==> src/rtl/keypad_digit_collector_pkg.sv <==
`default_nettype none
// ============================================================================
// Module : keypad_digit_collector_pkg
// Brief  : Shared types and sentinels for the keypad entry path: the
//          senhaPac_t packet type, special key codes, packet sentinels and
//          the collector state encoding.
// Rev    : 1.0  initial release
// ============================================================================
package keypad_digit_collector_pkg;

   // Packet length in BCD digits; every consumer of senhaPac_t assumes 20.
   localparam int PAC_DIGITS = 20;
   localparam int PAC_WIDTH  = 4 * PAC_DIGITS;

   typedef logic [PAC_WIDTH-1:0] senhaPac_t;

   localparam logic [3:0] KEY_CONFIRM = 4'hA;   // '*'
   localparam logic [3:0] KEY_CLEAR   = 4'hB;   // '#'

   localparam senhaPac_t PAC_EMPTY = {PAC_DIGITS{4'hF}};
   localparam senhaPac_t PAC_EXIT  = {PAC_DIGITS{4'hB}};
   localparam senhaPac_t PAC_VOID  = {PAC_DIGITS{4'hE}};

   typedef enum logic [1:0] {
      ST_OFF    = 2'd0,
      ST_EMPTY  = 2'd1,
      ST_TYPING = 2'd2,
      ST_SEND   = 2'd3
   } collector_state_t;

   function automatic logic is_digit(input logic [3:0] code);
      return code <= 4'd9;
   endfunction

endpackage
`default_nettype wire

==> src/rtl/keypad_digit_collector_inactivity_timer.sv <==
`default_nettype none
// ============================================================================
// Module : inactivity_timer
// Brief  : Saturating idle counter. Counts cycles while run is high and
//          flags expired once TIMEOUT_CYCLES-1 is reached; holds there
//          until cleared. Shared with the lock auto-relock logic.
// Ports  : clk, rst (sync, active-high)
//          clear   - restart count at zero (wins over run)
//          run     - advance one per cycle
//          expired - count has reached TIMEOUT_CYCLES-1
// Rev    : 1.0  initial release
// ============================================================================
module inactivity_timer #(
   parameter int TIMEOUT_CYCLES = 250_000_000
) (
   input  logic clk,
   input  logic rst,
   input  logic clear,
   input  logic run,
   output logic expired
);

   localparam int CW = (TIMEOUT_CYCLES > 1) ? $clog2(TIMEOUT_CYCLES) : 1;
   localparam logic [CW-1:0] LIMIT = CW'(TIMEOUT_CYCLES - 1);

   logic [CW-1:0] count;

   always_ff @(posedge clk) begin
      if (rst) begin
         count <= '0;
      end else if (clear) begin
         count <= '0;
      end else if (run && (count != LIMIT)) begin
         // Stop at LIMIT so a stalled consumer never sees the count wrap.
         count <= count + CW'(1);
      end
   end

   assign expired = (count == LIMIT);

endmodule
`default_nettype wire

==> src/rtl/keypad_digit_collector.sv <==
`default_nettype none
// ============================================================================
// Module : keypad_digit_collector
// Brief  : Collects debounced keypad events into senhaPac_t packets. Echoes
//          the partial entry live and emits one-cycle packets on confirm,
//          exit and inactivity timeout.
// Ports  : clk, rst (sync, active-high)
//          enable        - collector active; low discards the entry
//          key_valid     - one-cycle pulse per key press
//          key_code      - 0-9 digit, A confirm, B clear/exit, C-F ignored
//          digitos_value - packet / live echo, digit[0] = most recent key
//          digitos_valid - one-cycle packet strobe
//          digit_count   - digits currently buffered
// Rev    : 1.0  initial release
// ============================================================================
module keypad_digit_collector
   import keypad_digit_collector_pkg::*;
#(
   parameter int MAX_DIGITS     = 20,
   parameter int TIMEOUT_CYCLES = 250_000_000
) (
   input  logic                    clk,
   input  logic                    rst,
   input  logic                    enable,
   input  logic                    key_valid,
   input  logic [3:0]              key_code,
   output logic [4*MAX_DIGITS-1:0] digitos_value,
   output logic                    digitos_valid,
   output logic [4:0]              digit_count
);

   collector_state_t        state, state_n;
   logic [4*MAX_DIGITS-1:0] shift_buf, shift_buf_n;
   logic [4:0]              count_n;
   logic [4*MAX_DIGITS-1:0] pkt_n;
   logic                    load_pkt;

   logic key_digit, key_confirm, key_clear, key_accepted;
   logic timer_clear, timer_run, timer_expired;

   assign key_digit    = key_valid && is_digit(key_code);
   assign key_confirm  = key_valid && (key_code == KEY_CONFIRM);
   assign key_clear    = key_valid && (key_code == KEY_CLEAR);
   assign key_accepted = key_digit || key_confirm || key_clear;

   // Holding the timer cleared outside TYPING guarantees it starts from zero
   // on every fresh entry.
   assign timer_run   = (state == ST_TYPING);
   assign timer_clear = (state != ST_TYPING) || key_accepted;

   inactivity_timer #(
      .TIMEOUT_CYCLES (TIMEOUT_CYCLES)
   ) u_timer (
      .clk     (clk),
      .rst     (rst),
      .clear   (timer_clear),
      .run     (timer_run),
      .expired (timer_expired)
   );

   always_comb begin
      state_n     = state;
      shift_buf_n = shift_buf;
      count_n     = digit_count;
      pkt_n       = PAC_EMPTY;
      load_pkt    = 1'b0;

      unique case (state)
         ST_OFF: begin
            shift_buf_n = PAC_EMPTY;
            count_n     = 5'd0;
            state_n     = ST_EMPTY;
         end

         ST_EMPTY: begin
            if (key_digit) begin
               shift_buf_n = {shift_buf[4*MAX_DIGITS-5:0], key_code};
               count_n     = 5'd1;
               state_n     = ST_TYPING;
            end else if (key_confirm) begin
               pkt_n    = PAC_EMPTY;
               load_pkt = 1'b1;
               state_n  = ST_SEND;
            end else if (key_clear) begin
               pkt_n    = PAC_EXIT;
               load_pkt = 1'b1;
               state_n  = ST_SEND;
            end
         end

         ST_TYPING: begin
            // Any accepted key takes priority over a coincident timeout.
            if (key_digit) begin
               if (digit_count < 5'(MAX_DIGITS)) begin
                  shift_buf_n = {shift_buf[4*MAX_DIGITS-5:0], key_code};
                  count_n     = digit_count + 5'd1;
               end
            end else if (key_confirm) begin
               pkt_n       = shift_buf;
               load_pkt    = 1'b1;
               shift_buf_n = PAC_EMPTY;
               state_n     = ST_SEND;
            end else if (key_clear) begin
               shift_buf_n = PAC_EMPTY;
               count_n     = 5'd0;
               state_n     = ST_EMPTY;
            end else if (timer_expired) begin
               pkt_n       = PAC_VOID;
               load_pkt    = 1'b1;
               shift_buf_n = PAC_EMPTY;
               state_n     = ST_SEND;
            end
         end

         ST_SEND: begin
            shift_buf_n = PAC_EMPTY;
            count_n     = 5'd0;
            state_n     = ST_EMPTY;
         end

         default: begin
            state_n = ST_OFF;
         end
      endcase

      // Disable overrides everything, including a packet about to go out.
      if (!enable) begin
         state_n     = ST_OFF;
         shift_buf_n = PAC_EMPTY;
         count_n     = 5'd0;
         load_pkt    = 1'b0;
      end
   end

   always_ff @(posedge clk) begin
      if (rst) begin
         state         <= ST_OFF;
         shift_buf     <= PAC_EMPTY;
         digit_count   <= 5'd0;
         digitos_value <= PAC_EMPTY;
         digitos_valid <= 1'b0;
      end else begin
         state         <= state_n;
         shift_buf     <= shift_buf_n;
         digit_count   <= count_n;
         // The packet occupies the output for the SEND cycle only; otherwise
         // the output mirrors the buffer as the live echo.
         digitos_value <= load_pkt ? pkt_n : shift_buf_n;
         digitos_valid <= load_pkt;
      end
   end

endmodule
`default_nettype wire

==> config.mk <==
export PLATFORM = sky130hd
export DESIGN_NAME = keypad_digit_collector
export DESIGN_NICKNAME = d
export VERILOG_FILES = /design/src/rtl/keypad_digit_collector_pkg.sv /design/src/rtl/keypad_digit_collector_inactivity_timer.sv /design/src/rtl/keypad_digit_collector.sv
export SDC_FILE = /design/constraint.sdc
export NUM_CORES = 1
export LEC_CHECK = 0
export CORE_ASPECT_RATIO = 0.5
export CORE_MARGIN = 1
export CORE_UTILIZATION = 45
export DETAILED_ROUTE_END_ITERATION = 10
export PLACE_DENSITY_LB_ADDON = 0.05
export SLEW_MARGIN = 40
export SYNTH_ARGS = -nofsm -noshare
export SYNTH_HDL_FRONTEND = slang
export SYNTH_HIERARCHICAL = 1
export SYNTH_SLANG_ARGS = --single-unit
==> constraint.sdc <==
create_clock -name clk -period 3.55 [get_ports clk]
set_clock_uncertainty 0.2 [all_clocks]
set_input_delay 0.355 -clock clk [delete_from_list [all_inputs] [get_ports clk]]
set_output_delay 0.355 -clock clk [all_outputs]
set_load 0.005 [all_outputs]
==> summary.md <==
| Metric | Value |
|---|---|
| Synth top area share | `0.4421` |
| Cts hold-fix bufs | `0` |
| Area after DPL | `approximately 10000 µm²` |
| Power density of the placed cells | `about 460 nW/µm²` |
| Lkg Pwr | `roughly 3.4 nW` |
| Top Layer Used | `met4` |
| Share of cells above drive strength 1 | `0.07750` |
| Unrepaired setup endpoints after global routing | `false` |
| CTS Buf Count | `17` |
| Num rows | `35` |
| Max-slew violations | `0` |
| Nature of the critical path endpoint | `register` |
| Initial antenna violation count | `0` |
| Met3 wire len | `roughly 1400 µm` |
| Clock sink total | `196` |
| Die area | `roughly 20000 µm²` |
| # IOs | `94` |
| Setup_tns | `0 ns` |
| Worst EP required | `~3.7 ns` |
| Mapped cell area | `between 8000 and 9000 µm²` |
| Seq cells post-synth | `~200` |
| Number of flops mapped to enable cells by yosys | `0` |
| Final setup margin | `roughly 0.71 ns` |
| Most common cell in the netlist | `dfxtp_1` |
| Crit-path max FO | `a little over 60` |
| Clk_lat worst skew | `~0.42 ns` |
| Vias in the first global route | `between 7k and 8k` |
| Max Freq | `351.7 MHz` |
| Max-slew headroom | `0.4756` |
| Core Region | `about 19000 µm²` |
| Area leader, netlist | `dfxtp_1` |
| Post-Syn Area per Cell | `8.709 µm²` |
| DPL Wire Length | `about 14000 µm` |
| Met2 WL | `~11000 µm` |
| H-tree depth | `4` |
| GPL Wtd Cong | `~0.86` |
| Worst slew pin tran | `just under 0.8 ns` |
| Post-route cell area | `between 10000 and 15000 µm²` |
| Drt first pass iters | `5` |
| Gr usage total | `0.2413` |
| Period utilization | `0.8009` |
| Met1 WL | `approximately 12000 µm` |
| Type of origin of the critical path | `register` |
| Syn Nets | `about 1.0k` |
| Die Y | `between 100 and 150 µm` |
| Maximum clock insertion buffer count | `2` |
| Share of synthesized registers carrying an async set or reset | `0` |
| Status | `complete, no violations` |
| CTS tree | `yes` |
| Routed len/inst | `18.69 µm` |
| Max Cap Violations | `0` |
| WP data arrival | `a little under 3 ns` |
| Setup slack at placement | `~0.71 ns` |
| Hold Slack | `roughly 0.3 ns` |
| Final antenna diode count | `0` |
| Critical path type | `register to register` |
| Final WL | `roughly 25000 µm` |
| Via count | `about 8.3k` |
| GRT overflow | `0` |
| Worst Hold Class | `register to register` |
| Final Hold Viols | `0` |
| Via density | `about 6.3` |
| Maximum VDD drop | `between 0.0002 and 0.0003 V` |
| Synth top area cells | `dfxtp_1 (44%), nand3_1 (9.6%), o221ai_1 (7.8%), nand4_1 (6.3%), o2bb2ai_1 (5.9%)` |
| Clk root buf | `clkbuf_16` |
| Chip Width | `between 200 and 250 µm` |
| Synth Flop Type | `dfxtp_1` |
| DR iter-0 viols | `between 800 and 900` |
| Post-CTS Setup Bufs | `0` |
| Post-synthesis cell count | `about 1k` |
| Unique masters post-synth | `63` |
| Pin count of the biggest net entering global routing | `between 80 and 90` |
| Routed Antenna Nets | `0` |
| Syn. warnings | `6` |
| Top cells by count, synth | `dfxtp_1 (196), nand3_1 (171), nor2_1 (90)` |
| Fin nets | `1057` |
| CTS resizes | `0` |
| Setup violators final | `0` |
| Minimum clock period | `roughly 2.8 ns` |
| # DRC | `0` |
| Initial Util | `0.4713` |
| P&R area growth vs syn | `18.61%` |
| Worst-path clk slew | `0.07 ns` |
| Buffers on Ports | `93` |
| Global-route wire length before repair | `around 40000 µm` |
| Register area share after synthesis | `0.4421` |
-- kinds of logic after synthesis --
kind of cell / synth area share
adder cells (fa/ha/maj): 0.005640
AO/OA/AOI/OAI: 0.2312
AND/OR/NAND/NOR: 0.2447
XOR/XNOR: 0.01480
flip-flops: 0.4421
multiplexers: 0.002256
buffers and inverters: 0.05921
-- worst paths after layout --
check | from | slack, ns | end | cells after the start
max | u_timer/count[4] | 0.71 | digitos_value[50] | 8
max reg2reg | u_timer/count[4] | 0.71 | digitos_value[50] | 8
min | u_timer/count[1] | 0.30 | u_timer/count[1] | 2
min reg2reg | u_timer/count[1] | 0.30 | u_timer/count[1] | 2
-- per-layer routing --
metal  vias up  global-route usage
met5         -                   0
met2       274              0.3865
li1       3986                   -
met1      4051              0.3424
met4         0             0.05813
met3        11             0.03829
-- layout make-up --
cell class / instances / area (µm²)
multi-input cells: 701 / 4477
clock inverters: 13 / 117.6
inverters: 13 / 48.80
flip-flops and latches: 196 / 3924
clock buffers: 19 / 452.9
well taps: 259 / 324.1
repair buffers: 116 / 1182
fillers: 1750 / 8304
-- sequential cells by signal, indices dropped and copies added, names as in the netlist --
| name | count |
|---|---|
| digitos_value | 80 |
| digitos_valid | 1 |
| state | 2 |
| digit_count | 5 |
| shift_buf | 80 |
| u_timer/count | 28 |
-- worst max-delay path: stages (launching register included) --
cell	delay, ns
dfxtp_1	0.43
nand4_1	0.10
or4_1	0.55
nor2_1	0.21
a22o_2	0.20
nand2_2	0.06
a211o_2	0.49
buf_12	0.25
o2bb2ai_1	0.17
-- through the flow --
step                      utilization  power, mW  std cells
after detailed placement       0.5282      3.015       1285
after global placement         0.5282      3.000       1285
after floorplan                     -      2.796       1019
final                          0.5590      4.842       1317
after global routing           0.5590      5.041       1317
after CTS                      0.5585      4.885       1317
-- cells in the final DEF, fill, tap and decap left out, types with 3 or more instances in the layout --
master           netlist  routed
nor3_1                 5       4
clkbuf_16              0      17
xor2_1                14      14
buf_12                 0       6
o2111ai_1              3       3
or4_1                  5       5
ha_1                   4       3
nor2b_1                5       5
nor2_1                90      89
o221ai_1              79      78
a22o_1                21      21
or3_1                  6       6
nand2_1               18      16
o211ai_1               4       4
o21ai_0               37      37
inv_1                 13      13
clkinv_4               0       4
nand2_2                1       3
o2bb2ai_1             60      60
nand4_1               89      89
inv_6                  0       3
o21a_1                 3       3
dfxtp_1              196     196
a21oi_1               35      35
buf_4                  0      16
nand3_1              171     170
clkdlybuf4s50_1        0      93
-- where the power goes --
group	total [mW]	switching [mW]	internal [mW]	leakage (nW)
combinational	0.632	0.370	0.261	1.56
sequential	2.34	0.0655	2.28	1.59
clock	1.87	0.909	0.961	0.281
total	4.84	1.34	3.50	3.43
No activity file was read; power rests on OpenSTA's default activity.
